## config.mk

```make
export PLATFORM = sky130hd
export DESIGN_NAME = mem_arbiter
export DESIGN_NICKNAME = d
export VERILOG_FILES = /design/src/rtl/mem_arbiter.sv
export SDC_FILE = /design/constraint.sdc
export NUM_CORES = 1
export LEC_CHECK = 0
export ABC_CLOCK_PERIOD_IN_PS = 1710
export CAP_MARGIN = 5
export CORE_UTILIZATION = 43
export DETAILED_ROUTE_END_ITERATION = 12
export PLACE_DENSITY = 0.8
export REMOVE_ABC_BUFFERS = 1
export SLEW_MARGIN = 30
export SYNTH_ARGS = -nofsm -noshare
export SYNTH_HDL_FRONTEND = slang
export SYNTH_SLANG_ARGS = --single-unit
```

## constraint.sdc

```tcl
create_clock -name clk -period 1.71 [get_ports clk]
set_input_delay 0.513 -clock clk [delete_from_list [all_inputs] [get_ports clk]]
set_output_delay 0.513 -clock clk [all_outputs]
set_load 0.05 [all_outputs]
```

## src/rtl/mem_arbiter.sv

```systemverilog
// Fetch/data arbiter in front of a single-port, synchronous-write memory; one access per three cycles.
// Define ARB_STATS_EN to add saturating per-port grant counters (if_grant_cnt, dm_grant_cnt).
module mem_arbiter #(
    parameter int ADDR_WIDTH = 8,
    parameter int DATA_WIDTH = 16,
    parameter int MAX_BURST  = 4
) (
    input  logic                  clk,
    input  logic                  reset,
    input  logic                  if_req,
    input  logic [ADDR_WIDTH-1:0] if_addr,
    output logic                  if_ack,
    output logic [DATA_WIDTH-1:0] if_rdata,
    input  logic                  dm_req,
    input  logic                  dm_we,
    input  logic [ADDR_WIDTH-1:0] dm_addr,
    input  logic [DATA_WIDTH-1:0] dm_wdata,
    output logic                  dm_ack,
    output logic [DATA_WIDTH-1:0] dm_rdata,
    output logic [ADDR_WIDTH-1:0] mem_address,
    output logic [DATA_WIDTH-1:0] mem_write_data,
    output logic                  mem_write_enable,
    input  logic [DATA_WIDTH-1:0] mem_read_data,
`ifdef ARB_STATS_EN
    output logic [15:0]           if_grant_cnt,
    output logic [15:0]           dm_grant_cnt,
`endif
    output logic                  busy
);

    // state  | meaning
    // IDLE   | sample requests, pick a winner, latch its command
    // ACCESS | memory cycle; store strobes write enable, reads are captured
    // RESP   | one-cycle ack to the owner; requests ignored
    typedef enum logic [1:0] {S_IDLE, S_ACCESS, S_RESP} state_t;
    typedef enum logic [1:0] {OWN_NONE, OWN_IF, OWN_DM} owner_t;

    localparam logic [3:0] BURST_MAX = 4'(MAX_BURST);

    state_t     state;
    owner_t     owner;
    logic [3:0] burst_cnt;
    logic       dm_win;
    logic       if_win;

    // Data port wins unless fetch has already waited through a full burst.
    assign dm_win = dm_req && (!if_req || (burst_cnt < BURST_MAX));
    assign if_win = if_req && !dm_win;

    always_ff @(posedge clk) begin
        if (reset) begin
            state            <= S_IDLE;
            owner            <= OWN_NONE;
            burst_cnt        <= '0;
            if_ack           <= 1'b0;
            dm_ack           <= 1'b0;
            if_rdata         <= '0;
            dm_rdata         <= '0;
            mem_address      <= '0;
            mem_write_data   <= '0;
            mem_write_enable <= 1'b0;
            busy             <= 1'b0;
        end else begin
            if_ack <= 1'b0;
            dm_ack <= 1'b0;
            case (state)
                S_IDLE: begin
                    mem_write_enable <= 1'b0;
                    if (dm_win) begin
                        mem_address      <= dm_addr;
                        mem_write_data   <= dm_wdata;
                        mem_write_enable <= dm_we;
                        owner            <= OWN_DM;
                        state            <= S_ACCESS;
                        busy             <= 1'b1;
                        if (!if_req)
                            burst_cnt <= '0;
                        else if (burst_cnt != BURST_MAX)
                            burst_cnt <= burst_cnt + 4'd1;
                    end else if (if_win) begin
                        mem_address <= if_addr;
                        owner       <= OWN_IF;
                        state       <= S_ACCESS;
                        busy        <= 1'b1;
                        burst_cnt   <= '0;
                    end
                end
                S_ACCESS: begin
                    mem_write_enable <= 1'b0;
                    state            <= S_RESP;
                    if (owner == OWN_IF) begin
                        if_rdata <= mem_read_data;
                        if_ack   <= 1'b1;
                    end else if (owner == OWN_DM) begin
                        // write enable is still high here only for a store
                        if (!mem_write_enable)
                            dm_rdata <= mem_read_data;
                        dm_ack <= 1'b1;
                    end
                end
                S_RESP: begin
                    mem_write_enable <= 1'b0;
                    state            <= S_IDLE;
                    owner            <= OWN_NONE;
                    busy             <= 1'b0;
                end
                default: begin
                    state <= S_IDLE;
                    owner <= OWN_NONE;
                    busy  <= 1'b0;
                end
            endcase
        end
    end

`ifdef ARB_STATS_EN
    always_ff @(posedge clk) begin
        if (reset) begin
            if_grant_cnt <= '0;
            dm_grant_cnt <= '0;
        end else if (state == S_IDLE) begin
            if (dm_win && (dm_grant_cnt != 16'hFFFF))
                dm_grant_cnt <= dm_grant_cnt + 16'd1;
            else if (if_win && (if_grant_cnt != 16'hFFFF))
                if_grant_cnt <= if_grant_cnt + 16'd1;
        end
    end
`endif

endmodule

```

==> results.md, run 1 <==
* Outcome: complete, no violations
* Ys Warns at 0
* Post-CTS Setup Bufs at 0
* Number of global-route vias before repair at 2522
* Max-slew headroom at 0.7725
* Core Util, Final at 0.7931
* Hold crit path type: reg -> reg
* FF+latch count, synth at 68
* Initial antenna violation count at 0
* Via count at 2653
* DRC violations left at 0
* # fillers at 389
* Largest net degree at the start of global routing at 85
* Leading area contributor after synthesis: dfxtp_1
* Clk sinks at 68
* Mapped cell area at 2789 sq um
* Synth unique cells at 31
* P_leak at 1.832 nW
* Die area at 6812 sq um
* DR iter-0 viols at 114
* Worst Skew at 0.006621 ns
* Slew Viols, Final at 0
* CP startpoint: if_req
* Number of buffers added on ports at 112
* Setup violators final at 0
* Crit path largest cell delay at 0.52 ns
* Reg-to-Reg Start: state[1]
* Synthesis-to-layout area growth at 73.35%
* Power density over the cells at 865.7 nW/um^2
* Syn Area/Cell at 8.715 sq um
* Power Total at 4.185 mW
* Worst slew pin tran at 0.3412 ns
* R2R Path End: dm_rdata[11]
* Register area at 1361 sq um
* Critical Path Sink Type: flip-flop
* Required time of the critical path at 1.98 ns
* Place WS at -0.2461 ns
* Arrival @ worst endpoint at 1.88 ns
* Sequential area share after synthesis at 0.4881
* Wirelength, routed at 7708 microns
* Total grt overflow at 0
* Post_cts resized at 0
* Gpl congestion at 0.8053
* Clk_lat worst skew at 0.34 ns
* Post-synth top area share at 0.4881
* Die span in y at 82.54 microns
* Tmin final at 1.616 ns
* CTS tree: yes
* Die Wd at 82.54 microns
* GRT Total Usage at 0.2370
* Core area at 6096 sq um
* # hold bufs at CTS at 0
* DP HPWL at 5584 microns
* Reg-to-reg slack, setup at 0.12 ns
* RSZ-0062 raised after global routing: false
* Final ANT Viol Nets at 0
* Initial Utilization at 0.4575
* Worst setup path class: in -> reg
* H-tree lvl count at 3
* Synth area leaders: dfxtp_1, nand2_1, nand2b_1
* Hold depth at 2
* Final worst-path cycle share at 0.9453
* Startpoint Class: input pin
* Clock transition at the registers of the reported paths at 0.07 ns
* Max stage delay cell, worst path: clkdlybuf4s50_1
* FMAX at 618.6 MHz
* Row count at 28
* Drt pass-1 iters at 4
* Nets at 496
* Avg WL per Cell at 14.97 microns
* Worst Setup EP: mem_write_data[9]
* Crit path cell chain: clkdlybuf4s50_1, o21ai_1, and3_1, buf_12, mux2i_1
* Setup slack after layout at 0.09354 ns
* VDD IR max at 0.0006655 V
* Share of cells above drive strength 1 at 0.2159
* MaxCap Viol Count at 0
* CP Max Fanout at 16
* Final Hold Viols at 0
* Reg2Reg Depth at 6
* CTS root buf: clkbuf_8
* Num ports at 113
* Num CTS Buffers at 9
* Cells after synthesis at 320
* Clock buffer depth at 2
* First-pass GRT wire length at 11790 microns
* Via density at 5.151
* Multi-input combinational cell area at 1286 sq um
* Antenna cells at 0
## how the worst min path moves through the flow
stage                            start            to
after global routing      burst_cnt[1]  burst_cnt[1]
after floorplan           burst_cnt[1]  burst_cnt[1]
after detailed placement  burst_cnt[1]  burst_cnt[1]
final                     burst_cnt[1]  burst_cnt[1]
after CTS                 burst_cnt[1]  burst_cnt[1]
after global placement    burst_cnt[1]  burst_cnt[1]
## synth_stat cells (all sizes together)
master / n
dfxtp: 68
nand2: 68
a21oi: 39
nand2b: 33
mux2i: 18
buf: 17
nor2: 13
o21ai: 13
nand3: 10
a311oi: 8
ha: 7
clkbuf: 6
inv: 5
and4bb: 2
nor3: 2
nor3b: 2
o21a: 2
a211o: 1
and3: 1
and3b: 1
nand3b: 1
nand4: 1
nand4bb: 1
or4: 1
## layout by cell type (no fill, tap or decap)
| master | n |
|---|---|
| nand2_1 | 68 |
| dfxtp_1 | 68 |
| buf_12 | 64 |
| clkdlybuf4s50_1 | 51 |
| a21oi_1 | 39 |
| nand2b_1 | 33 |
| mux2i_1 | 18 |
| nor2_1 | 13 |
| clkbuf_8 | 13 |
| buf_4 | 12 |
| o21ai_0 | 11 |
| nand3_1 | 10 |
| a311oi_1 | 8 |
| ha_1 | 7 |
| inv_1 | 4 |
| nor3_1 | 2 |
| o21ai_1 | 2 |
| and3b_1 | 1 |
| nand3b_1 | 1 |
| and4bb_1 | 1 |
| nand4bb_1 | 1 |
| inv_2 | 1 |
| o21a_1 | 1 |
| o21a_2 | 1 |
| and3_1 | 1 |
| nand4_1 | 1 |
| nor3b_2 | 1 |
| or4_1 | 1 |
| nor3b_1 | 1 |
| a211o_1 | 1 |
| and4bb_2 | 1 |
| clkbuf_1 | 1 |
| clkinv_2 | 1 |
| buf_2 | 1 |
## final cells by class
cell class / count / area share
clock buffers: 14 / 0.03778
clock inverters: 1 / 0.001035
inverters: 5 / 0.003882
multi-input cells: 224 / 0.2660
flip-flops and latches: 68 / 0.2816
well taps: 75 / 0.01941
repair buffers: 128 / 0.3903
## stage by stage
stage          instance area (sq um)  TNS, ns  cells  hold WS [ns]
5_1_grt                         4835        0    515        0.4951
4_1_cts                         4835        0    515        0.4755
3_5_place_dp                    4647   -6.111    500        0.4669
2_1_floorplan                   2666   -1.660    297        0.4425
3_3_place_gp                    4647   -4.194    500        0.4564
6_report                        4835        0    515        0.4732
## cell families (layout without fill, tap and decap cells)
group / after synthesis / in the layout / synth area share
AO/OA/AOI/OAI: 63 / 63 / 0.1274
AND/OR/NAND/NOR: 136 / 136 / 0.2378
buffers and inverters: 28 / 148 / 0.05069
multiplexers: 18 / 18 / 0.06460
adder cells (fa/ha/maj): 7 / 7 / 0.03140
flip-flops: 68 / 68 / 0.4881
## power by group
| part | leakage (nW) | total [mW] | internal (mW) | switching, mW |
|---|---|---|---|---|
| Clock | 0.0986 | 1.24 | 0.676 | 0.562 |
| Combinational | 1.18 | 1.16 | 0.593 | 0.570 |
| Sequential | 0.554 | 1.79 | 1.68 | 0.104 |
## critical path: cells and delay by family
kind	cells	cell delay, ns
compound gates	1	0.19
buf+inv	2	0.70
simple gates	1	0.25
mux	1	0.21
## state kept, by name, summed over array words and instances (netlist names)
register / count
if_rdata: 16
burst_cnt: 4
if_ack: 1
busy: 1
mem_write_data: 16
mem_address: 8
dm_rdata: 16
mem_write_enable: 1
owner: 2
dm_ack: 1
state: 2
## routing by layer
| layer | wire [microns] | vias up | track usage |
|---|---|---|---|
| met5 | 0 | - | 0 |
| met2 | 4071 | 74 | 0.4223 |
| met3 | 327 | 21 | 0.06593 |
| li1 | - | 1299 | - |
| met1 | 3046 | 1259 | 0.2520 |
| met4 | 263 | 0 | 0.1293 |
No activity file was read; power rests on OpenSTA's default activity.
==> run 2: changes to the inputs <==
Settings changed: CORE_UTILIZATION 43 to 30, PLACE_DENSITY 0.8 to default.
==> results.md, run 2 (synthesized netlist as in run 1, its figures left out) <==
* Worst path buffer plus inverter count at 2 (unchanged)
* Row count at 34 (+21%)
* Wirelength, routed at 7495 microns (-2.8%)
* Largest delay share family, worst path: buffers and inverters
* Die Wd at 98.42 microns (+19%)
* Failing checks: design-rule violations
* Final Hold Viols at 0 (unchanged)
* Die area at 9686 sq um (+42%)
* H-tree lvl count at 3 (unchanged)
* Tmin final at 1.565 ns (-0.05177 ns)
* Setup violators final at 0 (unchanged)
* Die span in y at 98.42 microns (+19%)
* Finished layout cell area at 4946 sq um (+2.3%)
* Core area at 8848 sq um (+45%)
* Gpl congestion at 0.7701 (-4.4%)
* Slew Viols, Final at 0 (unchanged)
* Largest net degree at the start of global routing at 85 (unchanged)
* VDD IR max at 0.0004853 V (-27%)
* Post-CTS Setup Bufs at 0 (unchanged)
* GRT Total Usage at 0.1580 (-0.07895)
* Most frequent cells in the layout: nand2_1, dfxtp_1, buf_12
* Register area at 1361 sq um (unchanged)
* Max stage delay cell, worst path: clkdlybuf4s50_1
* Crit path largest cell delay at 0.48 ns (-0.04 ns)
* Clk sinks at 68 (unchanged)
* Placed cell area at 4698 sq um (+1.1%)
* Antenna cells at 0 (unchanged)
* Arrival @ worst endpoint at 1.83 ns (-0.05 ns)
* Clk_lat worst skew at 0.34 ns (about the same)
* Synthesis-to-layout area growth at 77.34%
* Final ANT Viol Nets at 0 (unchanged)
* Worst hold start: burst_cnt[1]
* Max-slew headroom at 0.7791 (+0.006528)
* Worst setup path class: in -> reg
* # fillers at 780 (+100%)
* Clock transition at the registers of the reported paths at 0.08 ns (about the same)
* Num CTS Buffers at 9 (unchanged)
* Clock buffer depth at 2 (unchanged)
* Worst slew pin tran at 0.3314 ns (-0.009791 ns)
* Outcome: finished, violations left
* First-pass GRT wire length at 12200 microns (+3.5%)
* Reg-to-reg slack, setup at 0.23 ns (+0.11 ns)
* Final worst-path cycle share at 0.9150 (-0.03028)
* Initial antenna violation count at 0 (unchanged)
* P_leak at 1.868 nW (+1.9%)
* Reg-to-Reg Start: state[1]
* Hold crit path type: reg -> reg
* Biggest regs: dm_rdata (16), if_rdata (16), mem_write_data (16)
* Avg WL per Cell at 13.58 microns (-9.3%)
* DR iter-0 viols at 79 (-31%)
* Initial Utilization at 0.3152 (-0.1423)
* Number of buffers added on ports at 112 (unchanged)
* DP HPWL at 5270 microns (-5.6%)
* Hold depth at 2 (unchanged)
* Critical Path Sink Type: flip-flop
* DRC violations left at 10 (+10)
* CTS tree: yes
* Min-Delay Endpoint: burst_cnt[1]
* Number of global-route vias before repair at 2497 (-0.99%)
* RSZ-0062 raised after global routing: false
* Nets at 499 (+0.60%)
* Multi-input combinational cell area at 1289 sq um (+0.20%)
* Share of cells above drive strength 1 at 0.2275 (+0.01157)
* FMAX at 639.1 MHz (+3.3%)
* CTS root buf: clkbuf_8
* MaxCap Viol Count at 0 (unchanged)
* R2R Path End: dm_rdata[15]
* Place WS at -0.1975 ns (+0.04860 ns)
* Startpoint Class: input pin
* Via density at 4.654 (-9.7%)
* CP Max Fanout at 16 (unchanged)
* Worst Skew at 0.01190 ns (+0.005278 ns)
* Num ports at 113 (unchanged)
* Reg2Reg Depth at 6 (unchanged)
* Required time of the critical path at 1.97 ns (about the same)
* Drt pass-1 iters at 8 (+4)
* Total grt overflow at 0 (unchanged)
* Power density over the cells at 923.1 nW/um^2 (+6.6%)
* Via count at 2569 (-3.2%)
* Setup slack after layout at 0.1453 ns (+0.05177 ns)
* Crit path cell chain: clkdlybuf4s50_1, o21ai_1, and3_1, buf_12, mux2i_1
[run 2: worst max path at each step]
stage	slack, ns	startpoint	end	cells past startpoint
after floorplan	-0.10	if_req	mem_write_data[0]	3
after global placement	-0.17	dm_req	state[0]	6
after detailed placement	-0.20	if_req	mem_write_data[10]	5
after CTS	0.15	state[1]	dm_rdata[15]	6
after global routing	0.04	if_req	mem_write_data[11]	5
final	0.15	if_req	mem_write_data[11]	5
[run 2: area by class of cell]
class	instances	area share
multi-input cells	224	0.2606
well taps	108	0.02732
repair buffers	131	0.3835
flip-flops and latches	68	0.2752
clock inverters	7	0.02454
inverters	5	0.003795
clock buffers	9	0.02504
[run 2: per-stage QoR]
step | std cells | total power [mW] | setup TNS, ns | hold WS (ns) | util
after detailed placement | 536 | 2.984 | -5.222 | 0.4762 | 0.5310
after floorplan | 297 | 2.307 | -1.660 | 0.4425 | -
final | 552 | 4.566 | 0 | 0.4873 | 0.5590
after global placement | 536 | 2.969 | -4.165 | 0.4588 | 0.5310
after global routing | 552 | 4.751 | 0 | 0.5161 | 0.5590
after CTS | 552 | 4.621 | 0 | 0.4857 | 0.5587
[run 2: what timing repair did]
item / 4_1_cts / 5_1_grt
setup endpoints to repair: 0 / 14
hold buffers: 0 / 0
gates resized for setup: 0 / 1
endpoints found under the hold margin: 0 / 0
[run 2: routing by layer]
metal,track usage,vias up,wire length (microns),part of all wire
met1,0.2023,1205,3390,0.45
met4,0.05166,0,68,0.0091
li1,-,1305,-,-
met3,0.03404,7,350,0.047
met2,0.2654,52,3686,0.49
met5,0,-,0,0
[run 2: power breakdown]
part	switching [mW]	leakage, nW	total [mW]	internal, mW
sequential	0.102	0.554	1.78	1.68
clock	0.643	0.124	1.62	0.979
combinational	0.565	1.19	1.16	0.596
[run 2: worst register-to-register path, delay by kind of cell (launching register included)]
family / cells / cell delay, ns
buf+inv: 2 / 0.36
flops: 1 / 0.33
fa+ha+maj: 1 / 0.30
simple gates: 2 / 0.30
compound gates: 1 / 0.13
==> run 3: changes to the inputs <==
Settings changed: CORE_UTILIZATION 30 to 43, GPL_TIMING_DRIVEN from default to 0, PLACE_DENSITY from default to 0.8.
==> results.md, run 3 (synthesized netlist as in run 1, its figures left out) <==
* Outcome: complete, no violations
* Placed cells at 485 (-9.5%)
* Power density over the cells at 1002 nW/um^2 (+8.6%)
* Most frequent cells in the layout: nand2_1, dfxtp_1, clkdlybuf4s50_1
* Share of cells above drive strength 1 at 0.2033 (-0.02421)
* Worst Skew at 0.009656 ns (-0.002243 ns)
* DP HPWL at 4895 microns (-7.1%)
* Total grt overflow at 0 (unchanged)
* Nets at 483 (-3.2%)
* Largest delay share family, worst path: buffers and inverters
* Setup violators final at 0 (unchanged)
* Via density at 5.028 (+8.0%)
* Finished layout cell area at 3994 sq um (-19%)
* Startpoint Class: flip-flop
* Crit path cell chain: clkdlybuf4s15_1
* CP Max Fanout at 2 (-14)
* Die Wd at 82.54 microns (-16%)
* Biggest regs: dm_rdata (16), if_rdata (16), mem_write_data (16)
* Critical Path Sink Type: output pin
* DR iter-0 viols at 95 (+20%)
* H-tree lvl count at 3 (unchanged)
* Row count at 28 (-18%)
* Number of global-route vias before repair at 2406 (-3.6%)
* Initial antenna violation count at 0 (unchanged)
* Required time of the critical path at 1.20 ns (-0.77 ns)
* Num CTS Buffers at 9 (unchanged)
* Die area at 6812 sq um (-30%)
* Clk_lat worst skew at 0.33 ns (about the same)
* Clock transition at the registers of the reported paths at 0.07 ns (about the same)
* Via count at 2529 (-1.6%)
* VDD IR max at 0.0005430 V (+12%)
* P_int at 2.802 mW (-14%)
* CP startpoint: mem_write_data[0]
* MaxCap Viol Count at 0 (unchanged)
* Setup TNS at 0 ns (unchanged)
* CTS tree: yes
* Fin cells at 503 (-8.9%)
* Number of buffers added on ports at 112 (unchanged)
* Crit path largest cell delay at 0.50 ns (+0.02 ns)
* Worst path buffer plus inverter count at 1 (-1)
* Tmin final at 1.670 ns (+0.1057 ns)
* Final worst-path cycle share at 0.9769 (+0.06184)
* Drt pass-1 iters at 4 (-4)
* DRC violations left at 0 (-10)
* Antenna cells at 0 (unchanged)
* Setup slack after layout at 0.03958 ns (-0.1057 ns)
* Synthesis-to-layout area growth at 43.20%
* Hold crit path type: reg -> reg
* Net Sw Frac at 0.3000 (+0.01299)
* Placed cell area at 3899 sq um (-17%)
* Reg-to-Reg Start: state[1]
* Slew Viols, Final at 0 (unchanged)
* Final Hold Viols at 0 (unchanged)
* Gpl congestion at 0.7938 (+3.1%)
* CTS root buf: clkbuf_8
* GRT Total Usage at 0.2097 (+0.05164)
* Max-slew headroom at 0.6592 (-0.1199)
* Wirelength, routed at 7093 microns (-5.4%)
* Core area at 6096 sq um (-31%)
* First-pass GRT wire length at 10680 microns (-12%)
* Clock buffer depth at 2 (unchanged)
* Worst slew pin tran at 0.5133 ns (+0.1819 ns)
* Reg power frac at 0.434 (+0.044)
* Die span in y at 82.54 microns (-16%)
* Power Total at 4.002 mW (-12%)
* Worst setup path class: reg -> out
* Largest net degree at the start of global routing at 50 (-41%)
* Initial Utilization at 0.4575 (+0.1423)
* Avg WL per Cell at 14.10 microns (+3.9%)
* Place WS at -1.047 ns (-0.8494 ns)
* Num ports at 113 (unchanged)
* Clk sinks at 68 (unchanged)
* P_sw at 1.201 mW (-8.4%)
* Worst hold start: dm_rdata[2]
* FMAX at 598.7 MHz (-6.3%)
* P_leak at 1.545 nW (-17%)
* Final ANT Viol Nets at 0 (unchanged)
* Clock share of power at 0.345 (-0.010)
* Max stage delay cell, worst path: clkdlybuf4s15_1
* Comb power frac at 0.221 (-0.033)
* Arrival @ worst endpoint at 1.16 ns (-0.67 ns)
## run 3: final cells by class
| class | count | area (sq um) |
|---|---|---|
| fill | 510 | 2102 |
| sequential | 68 | 1361 |
| multi-input combinational | 224 | 1330 |
| timing repair buffer | 115 | 977.2 |
| clock buffer | 13 | 168.9 |
| tap | 75 | 93.84 |
| clock inverter | 3 | 43.79 |
| inverter | 5 | 18.77 |
## run 3: final timing paths
path,slack (ns),endpoint,cells after the start
hold / removal,0.45,dm_rdata[2],2
setup / recovery,0.04,mem_write_data[0],1
hold reg to reg,0.45,dm_rdata[2],2
setup reg to reg,0.17,owner[1],5
## run 3: routing by layer
layer | share of wire | GRT usage | vias to the layer above
met5 | 0 | 0 | -
met4 | 0.036 | 0.1310 | 0
met3 | 0.041 | 0.04176 | 21
met2 | 0.50 | 0.3694 | 59
met1 | 0.42 | 0.2301 | 1175
li1 | - | - | 1274
## run 3: power by group through the flow
stage / Clock [mW] / Combinational, mW / Sequential, mW
after global placement: 0 / 0.909 / 1.77
after global routing: 1.47 / 0.937 / 1.75
final: 1.38 / 0.883 / 1.74
after floorplan: 0 / 0.248 / 2.06
after CTS: 1.40 / 0.892 / 1.74
after detailed placement: 0 / 0.921 / 1.77
## run 3: timing repair
| action | 4_1_cts | 5_1_grt |
|---|---|---|
| resized for setup | 139 | 53 |
| hold buffers | 0 | 0 |
| setup endpoints to repair | 125 | 98 |
| setup buffers | 1 | 1 |
| pin swaps | 1 | 1 |
## run 3: through the flow
| step | hold slack, ns | utilization |
|---|---|---|
| 2_1_floorplan | 0.4425 | - |
| 3_3_place_gp | 0.4420 | 0.6367 |
| 3_5_place_dp | 0.4474 | 0.6396 |
| 4_1_cts | 0.4568 | 0.6804 |
| 5_1_grt | 0.4774 | 0.6552 |
| 6_report | 0.4538 | 0.6552 |
